File: config.mk
export PLATFORM = sky130hd
export DESIGN_NAME = nibble_word_assembler
export DESIGN_NICKNAME = d
export VERILOG_FILES = /design/src/rtl/nibble_word_assembler.sv
export SDC_FILE = /design/constraint.sdc
export NUM_CORES = 1
export LEC_CHECK = 0
export ABC_AREA = 1
export ABC_CLOCK_PERIOD_IN_PS = 4860
export BUFFER_PORTS_ARGS = -buffer_cell sky130_fd_sc_hd__clkbuf_2
export CORE_ASPECT_RATIO = 0.75
export CORE_MARGIN = 2
export CORE_UTILIZATION = 30
export DETAILED_ROUTE_END_ITERATION = 8
export PLACE_DENSITY_LB_ADDON = 0.12
export SYNTH_ARGS = -nofsm -noshare
export SYNTH_HDL_FRONTEND = slang
export SYNTH_SLANG_ARGS = --single-unit
File: constraint.sdc
create_clock -name clk -period 4.86 [get_ports clk]
set_input_delay 0 -clock clk [delete_from_list [all_inputs] [get_ports clk]]
set_output_delay 0 -clock clk [all_outputs]
set_load 0.03 [all_outputs]
File: src/rtl/nibble_word_assembler.sv
// Nibble-serial receiver: collects 4-bit nibbles (LSB- or MSB-first) into a word,
// applies zero/sign fill to unreceived positions and presents it on a valid/ready port.
module nibble_word_assembler #(
    parameter int NIBBLES = 8,
    parameter int IDX_W   = 3
) (
    input  logic                 clk,
    input  logic                 rst_n,
    input  logic                 start,
    input  logic                 reverse_direction,
    input  logic [IDX_W-1:0]     last_idx,
    input  logic                 sign_extend,
    input  logic                 nib_valid,
    input  logic [3:0]           nib_data,
    output logic                 nib_ready,
    output logic                 word_valid,
    input  logic                 word_ready,
    output logic [4*NIBBLES-1:0] word,
    output logic                 busy
);

    localparam int WORD_W = 4 * NIBBLES;

    typedef enum logic [1:0] {
        IDLE,
        COLLECT,
        HOLD
    } state_t;

    state_t            state_q, state_d;
    logic [WORD_W-1:0] acc_q, acc_d;
    logic [WORD_W-1:0] word_q, word_d;
    logic [IDX_W-1:0]  cnt_q, cnt_d;
    logic [IDX_W-1:0]  idx_q, idx_d;
    logic [IDX_W-1:0]  last_q, last_d;
    logic              rev_q, rev_d;
    logic              sext_q, sext_d;

    logic [WORD_W-1:0] merged;
    logic [WORD_W-1:0] fill;
    logic              load_cfg;

    // NOTE: every variable assigned in this block gets a default first, so no
    // path leaves it unassigned and no latch is inferred.
    always_comb begin
        state_d  = state_q;
        acc_d    = acc_q;
        word_d   = word_q;
        cnt_d    = cnt_q;
        idx_d    = idx_q;
        last_d   = last_q;
        rev_d    = rev_q;
        sext_d   = sext_q;
        load_cfg = 1'b0;

        merged = acc_q;
        merged[{idx_q, 2'b00} +: 4] = nib_data;

        // Unreceived positions are already zero (accumulator cleared on start),
        // so only the sign-extension ones need to be ORed in.
        fill = '0;
        for (int i = 0; i < NIBBLES; i++) begin
            if (!rev_q && sext_q && nib_data[3] && ((IDX_W+1)'(i) > {1'b0, last_q}))
                fill[4*i +: 4] = 4'hF;
        end

        unique case (state_q)
            IDLE: begin
                if (start)
                    load_cfg = 1'b1;
            end
            COLLECT: begin
                if (nib_valid) begin
                    acc_d = merged;
                    cnt_d = cnt_q + 1'b1;
                    idx_d = rev_q ? idx_q - 1'b1 : idx_q + 1'b1;
                    if (cnt_q == last_q) begin
                        word_d  = merged | fill;
                        state_d = HOLD;
                    end
                end
            end
            HOLD: begin
                if (word_ready) begin
                    state_d = IDLE;
                    if (start)
                        load_cfg = 1'b1;
                end
            end
            default: state_d = IDLE;
        endcase

        // A new word can start from IDLE or straight out of a completed HOLD.
        if (load_cfg) begin
            rev_d   = reverse_direction;
            last_d  = last_idx;
            sext_d  = sign_extend;
            acc_d   = '0;
            cnt_d   = '0;
            idx_d   = reverse_direction ? IDX_W'(NIBBLES - 1) : '0;
            state_d = COLLECT;
        end
    end

    // NOTE: sequential state uses non-blocking assignments so every register
    // samples the pre-edge values regardless of statement order.
    always_ff @(posedge clk or negedge rst_n) begin
        if (!rst_n) begin
            state_q <= IDLE;
            acc_q   <= '0;
            word_q  <= '0;
            cnt_q   <= '0;
            idx_q   <= '0;
            last_q  <= '0;
            rev_q   <= 1'b0;
            sext_q  <= 1'b0;
        end else begin
            state_q <= state_d;
            acc_q   <= acc_d;
            word_q  <= word_d;
            cnt_q   <= cnt_d;
            idx_q   <= idx_d;
            last_q  <= last_d;
            rev_q   <= rev_d;
            sext_q  <= sext_d;
        end
    end

    assign nib_ready  = (state_q == COLLECT);
    assign word_valid = (state_q == HOLD);
    assign busy       = (state_q != IDLE);
    assign word       = word_q;

endmodule

==> results of run 1 <==
layout make-up:
class / instances / area, um^2
repair buffers: 56 / 320.3
flip-flops and latches: 77 / 1927
well taps: 171 / 214.0
inverters: 45 / 175.2
clock buffers: 13 / 260.3
multi-input cells: 341 / 1674
fillers: 1380 / 8259
clock inverters: 1 / 7.507
power breakdown:
part | switching [uW] | total, uW | internal (uW)
Clock | 249 | 617 | 368
Sequential | 123 | 991 | 869
Combinational | 1200 | 1700 | 493
state kept, by name, indices dropped and copies added, names as in the netlist:
| signal | flops |
|---|---|
| last_q | 3 |
| state_q | 2 |
| sext_q | 1 |
| word | 32 |
| idx_q | 3 |
| rev_q | 1 |
| acc_q | 32 |
| cnt_q | 3 |
worst paths after layout:
kind / to / slack (ps) / depth (start not counted)
worst min-delay path: state_q[0]$_DFFE_PN0P_ / 60 / 3
min in group asynchronous: word[7]$_DFFE_PN0P_ / 380 / 2
worst max-delay path: acc_q[2]$_DFFE_PN0P_ / 2510 / 10
max in group asynchronous: idx_q[0]$_DFFE_PN0P_ / 3840 / 2
worst max register to register: acc_q[2]$_DFFE_PN0P_ / 2510 / 10
worst min register to register: word[9]$_DFFE_PN0P_ / 470 / 2
cells by family after synthesis:
logic type	after synthesis	share of synthesized area (%)
flops	77	49.44
fa+ha+maj	5	1.798
simple gates	273	31.72
xor+xnor	3	0.6743
buf+inv	59	7.608
compound gates	60	8.764
metrics by stage:
stage          instance area, um^2  hold WS [ps]
2_1_floorplan                 3897        -295.6
3_3_place_gp                  4240         210.8
3_5_place_dp                  4240         201.2
4_1_cts                       4578         44.47
5_1_grt                       4578         66.77
6_report                      4578         59.38
what timing repair did:
action | CTS | global route
hold endpoints to repair | 83 | 0
gates resized for setup | 0 | 0
hold buffers | 7 | 0
worst reg2reg max path: stages (launching register included):
cell and delay [ps]:
dfrtp_1 420, inv_2 150, ha_1 250, ha_1 680, inv_4 150, nand2_1 110
nor2_2 50, nand2_4 140, nand2_1 60, o21ai_1 110, o21ai_0 110
metal layers:
metal | track usage (%) | up-vias | routed length (um)
li1 | - | 1628 | -
met1 | 23.92 | 1561 | 5257
met2 | 22.30 | 61 | 4080
met3 | 4.277 | 9 | 452
met4 | 3.846 | 0 | 103
met5 | 0 | - | 0
placed cells by master, fill, tap and decap left out, types with 3 or more instances in the layout:
cell | synthesis | final
nand2_1 | 214 | 214
dfrtp_1 | 77 | 77
clkbuf_2 | 0 | 47
inv_1 | 37 | 37
o21ai_1 | 19 | 19
nand3_1 | 18 | 18
o22ai_1 | 16 | 16
o21ai_0 | 15 | 15
nor2_1 | 13 | 13
nand4_1 | 12 | 12
clkbuf_16 | 0 | 9
dlygate4sd3_1 | 0 | 7
inv_2 | 4 | 4
nand3_4 | 4 | 4
o21ai_2 | 4 | 4
a21oi_1 | 4 | 4
ha_1 | 4 | 4
nand2_4 | 3 | 3
nand3_2 | 3 | 3
xnor2_1 | 3 | 3
==> flow_summary.ini, run 1 <==
[status]
status = finished, final reports clean

[layout]
area_growth_pct = 17.46
layout-drive-gt1-share_pct = 16.51
n_antenna_cell = 0
post-route-util_pct = 35.66
layout.cells.non_filler = 704
nets = 549

[sta]
fin_crit_ps = 2348
relSlewSlack_pct = 33.49
setup_slack_ps = 2512
tns_ps = 0
rsz0062_at_grt = no
setup_violations = 0
max_freq_mhz = 425.9
worst_pin_slew_ps = 997.7
final_hold_viol_count = 0
maxSlewViolCount = 0
post-route-period-util_pct = 48.31
fin_skew_ps = 6.379

[route]
routed-via-count = 3259
drc = 0
routed_via_density = 4.629
postRouteAntennaNets = 0
drt_iter0_markers = 172
first_pass_iters = 4
totalWireLength_um = 9892
wl_per_cell_um = 14.05

[global_routing]
antenna_found_initial = 0
grt_pass1_wl_um = 16880
grtUsageTotal_pct = 15.82
grt_max_degree = 78
overflow = 0
first_global_vias = 3168

[floorplan]
core_area_um2 = 12840
die_w_um = 135.6
start_util_pct = 30.36
io_pins = 49
die_h_um = 102.7
rows = 36
design.die.area_um2 = 13930

[logic_synthesis]
ys_top_cells_by_area = dfrtp_1, nand2_1, inv_1
synth_top_area_cell = dfrtp_1
ys_top_cells_by_count = nand2_1, dfrtp_1, inv_1
syn_inst = 477
synth_flop_cell = dfrtp_1
synth.distinct_cells = 32
synth.ff_latch_count = 77
yosys_warnings = 0
syn_area_per_cell_um2 = 8.171
ys_seq_area_share_pct = 49.44
syn_area_um2 = 3897
synth_edf_count = 0
async_flop_share_pct = 100.0
synth_most_common_cell = nand2_1
syn_nets = 496
synth_top_area_share_pct = 49.44

[pwr]
power_density_nw_per_um2 = 722.0
ir_drop_mv = 0.2610
p_leak_uw = 0.002546
total_power_uw = 3306

[worst_setup_path]
arrival_ps = 2540
crit_buf_inv = 2
critPathLaunchType = flip-flop
crit_slowest_cell = ha_1
path_class = flip-flop to flip-flop
cp_top_family = adder cells
worstReg2RegStart = idx_q[0]$_DFFE_PN0P_
crit_chain = inv_2 -> ha_1 -> ha_1 -> inv_4 -> nand2_1 -> nor2_2 -> nand2_4 -> nand2_1 -> o21ai_1 -> o21ai_0
crit_fanout = 13
max_stage_delay_ps = 680
end_kind = flip-flop
worstPathRequired_ps = 5050
cp-startpoint = idx_q[0]$_DFFE_PN0P_

[clock_tree]
cts_htree_levels = 3
clkSinkCount = 77
clk_path_buf_depth = 2
post_cts_buffers = 0
clk_pin_slew_ps = 60
clkLatencyLatePin_ps = 340
cts-root-buf = clkbuf_16
cts_buffers = 9
cts_tree = built

[worst_hold_path]
hp-class = input port to flip-flop
hp-start = start

[placement]
place_ws_ps = 2535
placedCellCount = 683
port_buffers = 48
gp_congestion = 0.7887
dp_hpwl_um = 6810

[run]
maxCapViolations = 0
(Power assumes the default switching activity.)
==> run 2: changes to the inputs <==
Settings changed: ABC_CLOCK_PERIOD_IN_PS 4860 to 2300.
Clock period 4.86 ns to 2.3 ns, I/O delays scaled along.
==> run 2 against run 1 <==
Compared with the run above:
- die area stayed put
- sequential power is 110% higher
- highest routed layer unchanged
- final cell count is 1.3% higher
- critical endpoint is now word[19]$_DFFE_PN0P_
- combinational power is 110% higher
==> flow_summary.ini, run 2 (synthesis results as in run 1) <==
[layout]
fin_area_um2 = 4688
nets = 556
num-fill-cells = 1364
multi_input_comb_area_um2 = 1674
layout_common_cells = nand2_1, dfrtp_1, clkbuf_2
area_growth_pct = 20.29
layout-drive-gt1-share_pct = 18.08
n_antenna_cell = 0
final_common_cell = nand2_1
seq_area_um2 = 1927

[sta]
rsz0062_at_grt = no
maxSlewViolCount = 0
relSlewSlack_pct = 67.02
final_hold_viol_count = 0
fin_skew_ps = 9.215
worst_pin_slew_ps = 492.6
post-route-period-util_pct = 86.31
fin_crit_ps = 1985
setup_violations = 0
tns_ps = 0
max_freq_mhz = 503.7

[global_routing]
grt_pass1_wl_um = 16360
first_global_vias = 3123
grt_max_degree = 78
grtUsageTotal_pct = 15.45
antenna_found_initial = 0
overflow = 0

[worst_setup_path]
end_kind = flip-flop
arrival_ps = 2210
crit_fanout = 10
worstPathRequired_ps = 2520
critPathLaunchType = flip-flop
path_class = flip-flop to flip-flop

[placement]
port_buffers = 48
dp_hpwl_um = 6816
place_area_um2 = 4305
gp_congestion = 0.7912

[pwr]
p_leak_uw = 0.002608
pwr-share-seq_pct = 29.1
combPwrFrac_pct = 50.6
ir_drop_mv = 0.6216
netSwitchingPower_uw = 3330
total_power_uw = 7211
switching_share_pct = 46.18
p_int_uw = 3881
power_density_nw_per_um2 = 1538
power_frac_clock_pct = 20.4

[floorplan]
design.die.area_um2 = 13930
core_area_um2 = 12840
start_util_pct = 30.36
die_h_um = 102.7
io_pins = 49
rows = 36
die_w_um = 135.6

[route]
postRouteAntennaNets = 0
routed-via-count = 3242
totalWireLength_um = 9727
wl_per_cell_um = 13.64
drt_iter0_markers = 154
first_pass_iters = 4
drc = 0
routed_via_density = 4.547

[clock_tree]
clk_pin_slew_ps = 60
cts_buffers = 9
clkLatencyLatePin_ps = 330
cts_tree = built
clk_path_buf_depth = 2
cts_htree_levels = 3
cts-root-buf = clkbuf_16
clkSinkCount = 77

[run]
maxCapViolations = 0

[status]
status = finished, final reports clean

[worst_hold_path]
hp-class = input port to flip-flop
-- run 2: changes by cell type in the layout (fill, tap and decap cells not counted), sizes merged --
| cell | previous run | this run |
|---|---|---|
| buf | 2 | 9 |
| bufinv | 0 | 1 |
| clkinv | 2 | 3 |
-- run 2: final timing paths --
| path | startpoint | end | slack [ps] | depth (start not counted) |
|---|---|---|---|---|
| setup / recovery | idx_q[0]$_DFFE_PN0P_ | word[19]$_DFFE_PN0P_ | 310 | 9 |
| hold / removal | start | state_q[0]$_DFFE_PN0P_ | 60 | 3 |
| setup reg to reg | idx_q[0]$_DFFE_PN0P_ | word[19]$_DFFE_PN0P_ | 310 | 9 |
| hold reg to reg | word[27]$_DFFE_PN0P_ | word[27]$_DFFE_PN0P_ | 480 | 2 |
| max in group asynchronous | rst_n | acc_q[30]$_DFFE_PN0P_ | 1690 | 3 |
| min in group asynchronous | rst_n | word[5]$_DFFE_PN0P_ | 210 | 3 |
-- run 2: per-layer routing --
metal | global-route usage, % | share of wire [%]
met3 | 3.687 | 3.2
met1 | 23.01 | 55
met4 | 5.048 | 1.2
met2 | 21.99 | 40
met5 | 0 | 0
-- run 2: metrics by stage --
step | setup slack [ps] | util, % | hold slack [ps] | instances
finish | 314.8 | 36.52 | 55.59 | 713
global route | 116.6 | 36.52 | 72.86 | 713
CTS | 299.4 | 36.52 | 45.65 | 713
detailed placement | 300.0 | 33.54 | 64.03 | 690
global placement | 366.0 | 33.54 | 66.91 | 690
floorplan | 368.8 | - | -295.6 | 477
-- run 2: critical path, cell delays in order, from the launching register on --
cell and delay (ps):
dfrtp_1 410, inv_2 50, ha_1 220, ha_1 460, buf_4 230, nand3_1 170
nand2_1 120, nand3_1 80, nand2_1 70, nand2_1 60
-- run 2: layout make-up --
class,count,share of cell area [%]
multi-input cells,341,35.71
clock buffers,13,5.765
well taps,171,4.564
flip-flops and latches,77,41.10
clock inverters,3,0.9074
repair buffers,63,8.220
inverters,45,3.736
-- run 2: what timing repair did --
item / 4_1_cts / 5_1_grt
hold buffers: 7 / 0
setup endpoints to repair: 0 / 0
endpoints found under the hold margin: 83 / 0
setup buffers: 0 / 0
resized for setup: 0 / 0
-- run 2: power groups by stage --
stage	registers [uW]	clock network [uW]	logic, uW
after floorplan	2460	0	2480
after global placement	2120	0	3630
after detailed placement	2120	0	3660
after CTS	2100	1520	3690
after global routing	2160	1580	4120
final	2100	1470	3650
